--- src/rtl/pst_stim_pkg.sv ---
// pst_stim_pkg: shared state, entry type and default thresholds for the stimulus sequencer
package pst_stim_pkg;
    localparam int unsigned DEF_CNT_W   = 16;
    localparam int unsigned DEF_CONV_TH = 5;
    localparam int unsigned DEF_HOLD    = 3;
    typedef enum logic [1:0] {IDLE, ARM, RUN} state_e;
    typedef struct packed {
        logic [7:0]           cur;
        logic [DEF_CNT_W-1:0] len;
    } entry_t;
endpackage

--- src/rtl/pst_conv_tracker.sv ---
// pst_conv_tracker: counts consecutive converged error samples and latches the first converged cycle
module pst_conv_tracker #(
    parameter int unsigned CNT_W   = 16,
    parameter int unsigned CONV_TH = 5,
    parameter int unsigned HOLD    = 3
) (
    input  logic             clk,
    input  logic             rst,
    input  logic             sample_en,
    input  logic [CNT_W-1:0] k,
    input  logic [7:0]       err_in,
    input  logic             clr,
    output logic             conv_flag,
    output logic [CNT_W-1:0] conv_cycle
);
    logic [3:0]       run_q, run_d;
    logic             flag_q, flag_d;
    logic [CNT_W-1:0] cyc_q, cyc_d;
    // run length update and capture of the cycle where the converged run began
    always_comb begin
        run_d  = run_q;
        flag_d = flag_q;
        cyc_d  = cyc_q;
        if (clr) begin
            run_d  = '0;
            flag_d = 1'b0;
            cyc_d  = '0;
        end else if (sample_en) begin
            run_d = (err_in <= 8'(CONV_TH)) ? ((run_q == 4'(HOLD)) ? run_q : run_q + 4'd1) : 4'd0;
            if (run_d == 4'(HOLD) && !flag_q) begin
                flag_d = 1'b1;
                cyc_d  = k - CNT_W'(HOLD - 1);
            end
        end
    end
    // tracker state registers
    always_ff @(posedge clk) begin
        if (rst) begin
            run_q  <= '0;
            flag_q <= 1'b0;
            cyc_q  <= '0;
        end else begin
            run_q  <= run_d;
            flag_q <= flag_d;
            cyc_q  <= cyc_d;
        end
    end
    assign conv_flag  = flag_q;
    assign conv_cycle = cyc_q;
endmodule

--- src/rtl/pst_stim_sequencer.sv ---
// pst_stim_sequencer: plays a programmed current schedule aligned to gamma cycle_start and reports convergence per segment
module pst_stim_sequencer
    import pst_stim_pkg::*;
#(
    parameter int unsigned DEPTH   = 8,
    parameter int unsigned CONV_TH = DEF_CONV_TH,
    parameter int unsigned HOLD    = DEF_HOLD,
    localparam int unsigned CNT_W  = DEF_CNT_W,
    localparam int unsigned IW     = $clog2(DEPTH)
) (
    input  logic             clk,
    input  logic             rst,
    input  logic             cycle_start,
    input  logic             wr_en,
    input  logic [IW-1:0]    wr_addr,
    input  logic [7:0]       wr_cur,
    input  logic [CNT_W-1:0] wr_len,
    input  logic             start,
    input  logic             abort,
    input  logic [7:0]       err_in,
    output logic [7:0]       cur_out,
    output logic [IW-1:0]    seg_idx,
    output logic             busy,
    output logic             seg_start,
    output logic             seg_done,
    output logic             conv_flag,
    output logic [CNT_W-1:0] conv_cycle,
    output logic             done
);
    state_e           state_q, state_d;
    entry_t           tbl_q [DEPTH];
    logic [IW-1:0]    idx_q, idx_d, nxt;
    logic [CNT_W-1:0] k_q, k_d;
    logic [7:0]       cur_q, cur_d;
    logic             ss_q, ss_d, sd_q, sd_d, dn_q, dn_d, busy_q;
    logic             load, sample, last;
    // schedule FSM: arm on start, load on cycle_start, step segments at their final gamma cycle
    always_comb begin
        nxt     = idx_q + 1'b1;
        last    = (idx_q == IW'(DEPTH - 1)) || (tbl_q[nxt].len == '0);
        state_d = state_q;
        idx_d   = idx_q;
        k_d     = k_q;
        cur_d   = cur_q;
        ss_d    = 1'b0;
        sd_d    = 1'b0;
        dn_d    = 1'b0;
        load    = 1'b0;
        sample  = 1'b0;
        if (abort) begin
            state_d = IDLE;
            cur_d   = '0;
        end else if (state_q == IDLE) begin
            if (start && tbl_q[0].len != '0) begin
                state_d = ARM;
                idx_d   = '0;
            end
        end else if (state_q == ARM) begin
            if (cycle_start) begin
                state_d = RUN;
                cur_d   = tbl_q[idx_q].cur;
                k_d     = CNT_W'(1);
                ss_d    = 1'b1;
                load    = 1'b1;
            end
        end else if (cycle_start) begin
            sample = k_q != CNT_W'(1);
            if (k_q == tbl_q[idx_q].len) begin
                sd_d = 1'b1;
                if (last) begin
                    state_d = IDLE;
                    cur_d   = '0;
                    dn_d    = 1'b1;
                end else begin
                    idx_d = nxt;
                    cur_d = tbl_q[nxt].cur;
                    k_d   = CNT_W'(1);
                    ss_d  = 1'b1;
                end
            end else begin
                k_d = k_q + 1'b1;
            end
        end
    end
    // FSM, counter, output and schedule table registers
    always_ff @(posedge clk) begin
        if (rst) begin
            state_q <= IDLE;
            idx_q   <= '0;
            k_q     <= '0;
            cur_q   <= '0;
            ss_q    <= 1'b0;
            sd_q    <= 1'b0;
            dn_q    <= 1'b0;
            busy_q  <= 1'b0;
            for (int i = 0; i < DEPTH; i++) tbl_q[i].len <= '0;
        end else begin
            state_q <= state_d;
            idx_q   <= idx_d;
            k_q     <= k_d;
            cur_q   <= cur_d;
            ss_q    <= ss_d;
            sd_q    <= sd_d;
            dn_q    <= dn_d;
            busy_q  <= state_d != IDLE;
            if (state_q == IDLE && wr_en && !abort) tbl_q[wr_addr] <= '{cur: wr_cur, len: wr_len};
        end
    end
    pst_conv_tracker #(
        .CNT_W  (CNT_W),
        .CONV_TH(CONV_TH),
        .HOLD   (HOLD)
    ) u_conv (
        .clk       (clk),
        .rst       (rst),
        .sample_en (sample),
        .k         (k_q),
        .err_in    (err_in),
        .clr       (abort | load | sd_q),
        .conv_flag (conv_flag),
        .conv_cycle(conv_cycle)
    );
    assign cur_out   = cur_q;
    assign seg_idx   = idx_q;
    assign busy      = busy_q;
    assign seg_start = ss_q;
    assign seg_done  = sd_q;
    assign done      = dn_q;
endmodule

--- config.mk ---
export PLATFORM = sky130hd
export DESIGN_NAME = pst_stim_sequencer
export DESIGN_NICKNAME = d
export VERILOG_FILES = /design/src/rtl/pst_stim_pkg.sv /design/src/rtl/pst_conv_tracker.sv /design/src/rtl/pst_stim_sequencer.sv
export SDC_FILE = /design/constraint.sdc
export NUM_CORES = 1
export LEC_CHECK = 0
export ABC_AREA = 1
export BUFFER_PORTS_ARGS = -buffer_cell sky130_fd_sc_hd__buf_4
export CAP_MARGIN = 20
export CORE_ASPECT_RATIO = 1.4
export CORE_UTILIZATION = 36
export CTS_BUF_LIST = sky130_fd_sc_hd__clkbuf_2
export CTS_CLUSTER_DIAMETER = 60
export CTS_CLUSTER_SIZE = 14
export DETAILED_ROUTE_END_ITERATION = 6
export SYNTH_ARGS = -nofsm -noshare
export SYNTH_HDL_FRONTEND = slang
export SYNTH_SLANG_ARGS = --single-unit
--- constraint.sdc ---
create_clock -name clk -period 2.4 [get_ports clk]
set_clock_uncertainty 0.2 [all_clocks]
set_input_delay 0 -clock clk [delete_from_list [all_inputs] [get_ports clk]]
set_output_delay 0 -clock clk [all_outputs]
set_load 0.02 [all_outputs]
Yosys cells after proc, flatten, opt, wreduce, memory -nomap -nowiden
Memory sizes are Yosys's and may differ from the RTL's. A register that Yosys moved wholly into a read port is not among the register bits. Index checks and enable logic that the tools add are counted. W data, S select, Z words.

Add/subtract/negate cells: 4. Order comparisons: 1. Equality and inequality tests: 10. Muxes and demuxes: 50. Bitwise logic cells: 6. Reduce and logical (&&, ||, !) cells: 24.

Operators by type and width (number): $mux W16 (5); $mux W8 (5); $mux W3 (9); $mux W24 (1); $reduce_or A24 Y1 (1); $mux W1 (19); $mux W2 (9); $add A16 B1 Y16 const B (1); $eq A16 B16 Y1 (1); $logic_not A16 Y1 (1); $ne A16 B1 Y1 const B (1); $reduce_bool A16 Y1 (1); $sub A16 B2 Y16 const B (1); $eq A4 B2 Y1 const B (2); $le A8 B3 Y1 const B (1); $mux W4 (2); $reduce_bool A2 Y1 (4); $reduce_and A6 Y1 (1); $reduce_or A6 Y1 (1); $reduce_or A5 Y1 (1); $add A4 B1 Y4 const B (1); $logic_and A1 B1 Y1 (4); $ne A2 B1 Y1 const B (2); $not A1 Y1 (4); 14 further kinds (17).

Bits in registers: 54. Memory bits (writable): 192. Bits of input ports: 41. Output and inout bits: 32. Word-level logic and storage cells: 107. Memories: 1.

Memories: tbl_q (words 8, width 24, read ports 3, clocked after memory_dff 1, wr ports 8, line pst_stim_sequencer.sv:31) `entry_t tbl_q [DEPTH];`.

Logic depth before layout (Yosys ltp)
An unclocked memory read counts as a cell.

Depth in word-level cells: 11. Gate-level depth with buffers: 21. Gate-level depth less buffers: 19.

Cells and area by module
A second synthesis with hierarchy kept.

Cells, all modules: 1655. Area total of the unflattened synthesis: 13163.9 um^2.

By module, submodules not included: pst_stim_sequencer (times used 1, cells an instance 1449, area each 11847.6 um^2, sequential area each 6486.2 um^2); pst_conv_tracker (times used 1, cells an instance 206, area each 1316.3 um^2, sequential area each 420.4 um^2).

Least setup slack after synthesis
OpenSTA, ideal clock, no wires.

Path type: reg2reg. Start point: register idx_q[0] (netlist: seg_idx[0]). End point: register k_q[10]. Arrival time: 1.932 ns. Path slack: 0.154 ns. Cell stages (with the launch flop): 14. Cell sequence: dfxtp_1 ha_1 clkbuf_1 nand3_1 nand2_1 nand2_1 nand2_1 nand2_1 nand4_1 nand2_1 inv_2 buf_2 nor2_1 nor2_1.

Word-level cells in the longest chain between the ends: 6. Elaborated cells on any way between the ends: 7. Those cells by class: add/sub: 1; eq/ne: 2; reduce/logical: 3; memory: 1.

RTL lines: start, declared (line pst_stim_sequencer.sv:32) `logic [IW-1:0] idx_q, idx_d, nxt;`; start signal, assigned (line pst_stim_sequencer.sv:99) `idx_q <= idx_d;`; $add A3 B1 Y3 (line pst_stim_sequencer.sv:39) `nxt = idx_q + 1'b1;`; $mem_v2 Z8 W24; $logic_not A16 Y1 (line pst_stim_sequencer.sv:40) `last = (idx_q == IW'(DEPTH - 1)) || (tbl_q[nxt].len == '0);`; $logic_or A1 B1 Y1 (*) (line pst_stim_sequencer.sv:40); $ne A3 B3 Y1 (no source line) (*); $reduce_and A4 Y1 (no source line) (*); end signal, assigned (line pst_stim_sequencer.sv:100) `k_q <= k_d;`; end, declared (line pst_stim_sequencer.sv:33) `logic [CNT_W-1:0] k_q, k_d;`.

Every way passes the cells marked *; elsewhere a longest branch is shown, timed or not. A chain may end at the register's enable or synchronous reset.

Final worst setup path
Start point: input err_in[6]. End point: register u_conv.run_q[0].

Word-level cells in the longest chain between the ends: 2.

RTL lines: start, declared (line pst_stim_sequencer.sv:20) `input logic [7:0] err_in,`; $le A8 B3 Y1 (line pst_conv_tracker.sv:29) `run_d = (err_in <= 8'(CONV_TH)) ? ((run_q == 4'(HOLD)) ? run_q : run_q + 4'd1) : 4'd0;`; $mux W4 (line pst_conv_tracker.sv:29); end signal, assigned (line pst_conv_tracker.sv:43) `run_q <= run_d;`; end, declared (line pst_conv_tracker.sv:16) `logic [3:0] run_q, run_d;`.

No other way between the ends.

==> results.json <==
{
  "max_stage_delay_ps": 590,
  "grt_first_pass_wirelength_um": 61900,
  "root_buffer": "clkbuf_2",
  "io_pins": 73,
  "netlist_area_mm2": 0.0129,
  "num_vias": 11614,
  "synth_xor_area_frac": 0.0143,
  "worstPathCellList": "dlygate4sd3_1 -> dlygate4sd3_1 -> buf_4 -> nor3_1 -> dlygate4sd3_1 -> nand2_1 -> nor3_1 -> dlygate4sd3_1 -> o21ai_0 -> a21oi_1",
  "crit_type": "input port to flop",
  "rsz0062_at_grt": "yes",
  "seq_area_frac_synth": 0.537,
  "start_util": 0.367,
  "setup_ws_ps": -94.6,
  "synthArstFlopShare": 0,
  "fill_cells": 3349,
  "vias_per_cell": 5.07,
  "drive_gt1_frac": 0.190,
  "wire_per_inst_um": 17.6,
  "die_h_um": 226,
  "cp.required_ps": 3030,
  "synth_area_leaders": "edfxtp_1 (45%), nand2_1 (10%), nor2_1 (9.8%), dfxtp_1 (8.9%), nand3_1 (5.6%)",
  "place_hpwl_um": 26500,
  "cts_tree": "yes",
  "synth-seq-cells": 249,
  "clk_pin_slew_ps": 280,
  "setup-tns-final_ps": -849,
  "p_leak_nw": 7.26,
  "yosys.area.top_type_share": 0.449,
  "grt_overflow": 0,
  "core_area_mm2": 0.0351,
  "synthAdderAreaFrac": 0.00681,
  "crit_path_start_kind": "input port",
  "cts_max_level": 1,
  "cts_buffer_depth": 3,
  "final_cells": 2292,
  "crit_fanout": 3,
  "power_density_mw_per_mm2": 525,
  "synth_top_area_cell": "edfxtp_1",
  "clock_latency_ps": 980,
  "wl_um": 40300,
  "critical_path.endpoint_type": "flop",
  "post-place-cells": 2129,
  "hold_path.class": "input port to flop",
  "mostFrequentLayoutCells": "nand2_1 (334), nor2_1 (319), edfxtp_1 (192), inv_1 (173), buf_4 (152)",
  "r2r_cells": 16,
  "ir_drop_mv": 0.314,
  "grt_max_degree": 39,
  "final_common_cell": "nand2_1",
  "area_delta_synth_final_pct": 29.3,
  "cts.sinks": 249,
  "reg2reg_slack_ps": -70,
  "yosys.area_share.simple": 0.283,
  "drtAntennaViolNets": 0,
  "yosysWarnings": 0,
  "yosys_most_used_dff": "edfxtp_1",
  "port-buffer-count": 71,
  "dr.pass1.iters": 7,
  "mappedNetlistNets": 1639,
  "grtUsageTotal": 0.221,
  "tightest_slew_ps": 507,
  "hold_viol": 0,
  "final_max_slew_viol_count": 0,
  "period_share": 1.04,
  "synth_compound_gate_area_share": 0.0733,
  "crit_path_frequent_cell": "dlygate4sd3_1",
  "antenna_found_initial": 1,
  "hp-start": "wr_addr[1]",
  "syn_inst": 1591,
  "synth_edf_count": 192,
  "synth_top_family_by_area": "simple AND/OR/NAND/NOR gates",
  "place_congestion": 0.917,
  "crit_path_top_delay_cell": "dlygate4sd3_1",
  "layout.nets": 1867,
  "finalCriticalPeriod_ps": 2490,
  "num_rows": 81,
  "grt_pass1_vias": 11417,
  "max_freq_mhz": 401,
  "hold_end": "tbl_q[2][11]$_SDFFCE_PN0P_",
  "synth_cell_types": 39,
  "cp-startpoint": "err_in[6]",
  "setup_viol": 24,
  "avgSynthCellArea_um2": 8.08,
  "cp_data_arrival_time_ps": 3130,
  "status": "complete, but fails checks",
  "violations": "setup timing",
  "cap_violations": 0,
  "drt_iter0_markers": 919,
  "drc": 0,
  "die_x_um": 162,
  "die_area_mm2": 0.0365,
  "synthMuxAreaShare": 0.00389,
  "fin_hold_ws_ps": 48.0,
  "slew_headroom": 0.662,
  "whs_path_depth": 6,
  "cts_buffers": 23
}
metal layers:
| metal | track usage | share of wire | vias to the layer above |
|---|---|---|---|
| li1 | - | - | 5639 |
| met1 | 0.259 | 0.39 | 5404 |
| met2 | 0.395 | 0.50 | 446 |
| met4 | 0.128 | 0.053 | 0 |
| met5 | 0 | 0 | - |
| met3 | 0.0189 | 0.059 | 125 |
Yosys cell counts, types with 6 or more instances:
library cell / count
edfxtp_1: 192
nand3_1: 144
a21oi_1: 38
ha_1: 7
buf_2: 22
o21ai_1: 12
nand2_1: 355
o21ai_0: 77
dfxtp_1: 57
nor2_1: 334
a211oi_1: 6
buf_4: 6
inv_1: 177
o211ai_1: 17
nor3_1: 19
nand4_1: 11
or2_2: 6
clkbuf_1: 40
xor2_1: 20
sequential cells by signal (all words and copies together), names as in the netlist, named ones only:
| signal | cells |
|---|---|
| tbl_q | 192 |
| k_q | 16 |
| u_conv.conv_cycle | 16 |
| cur_out | 8 |
| u_conv.run_q | 4 |
| seg_idx | 3 |
| state_q | 2 |
| busy | 1 |
| done | 1 |
| seg_done | 1 |
| seg_start | 1 |
| u_conv.conv_flag | 1 |
cell families (layout without fill, tap and decap cells):
logic type	count (synthesis)	count (layout)
xor+xnor	21	21
mux	5	5
flops	249	249
buf+inv	257	500
fa+ha+maj	7	7
simple gates	885	886
compound gates	167	167
other cells	0	1
final cells by class:
| type | count | area (um2) | area share |
|---|---|---|---|
| inverters | 182 | 698 | 0.0420 |
| diodes | 1 | 2.50 | 0.000151 |
| clock inverters | 6 | 116 | 0.00700 |
| repair buffers | 277 | 2760 | 0.166 |
| flip-flops and latches | 249 | 6930 | 0.417 |
| multi-input cells | 1086 | 5360 | 0.323 |
| well taps | 456 | 571 | 0.0343 |
| clock buffers | 35 | 175 | 0.0105 |
how the worst max path moves through the flow:
stage	to	slack, ps	cells past startpoint
global placement	k_q[14]$_SDFFE_PP0P_	-140	15
finish	u_conv.run_q[0]$_SDFFE_PP0P_	-90	10
floorplan	k_q[10]$_SDFFE_PP0P_	150	13
CTS	cur_out[6]$_SDFFE_PP0P_	-50	17
detailed placement	k_q[14]$_SDFFE_PP0P_	-160	15
global route	flop	-260	18
repair_timing:
action                                  CTS  global route
gates cloned                             11             2
gates resized for setup                 103            50
pin swaps                                34             7
endpoints found under the setup margin   40            88
hold endpoints to repair                441             3
setup buffers                             8             9
hold buffers                             91             2
per-stage QoR:
| stage | power (mW) | worst slack (ps) | utilization | cell area, um2 |
|---|---|---|---|---|
| 2_1_floorplan | 5.69 | 154 | - | 12900 |
| 3_3_place_gp | 6.23 | -135 | 0.410 | 14400 |
| 3_5_place_dp | 6.24 | -163 | 0.410 | 14400 |
| 4_1_cts | 8.76 | -54.5 | 0.466 | 16300 |
| 5_1_grt | 9.08 | -255 | 0.474 | 16600 |
| 6_report | 8.73 | -94.6 | 0.474 | 16600 |
worst max-delay path, delay by kind of cell:
family          cells  cell delay, ps
compound gates      2             210
simple gates        3             500
buf+inv             5            2410
where the power goes:
group	leakage, nW	internal, mW	total, mW	switching (mW)
Sequential	2.42	4.73	4.79	0.0667
Combinational	4.64	0.712	1.74	1.03
Clock	0.204	0.726	2.20	1.47
No activity file was read; power rests on OpenSTA's default activity.
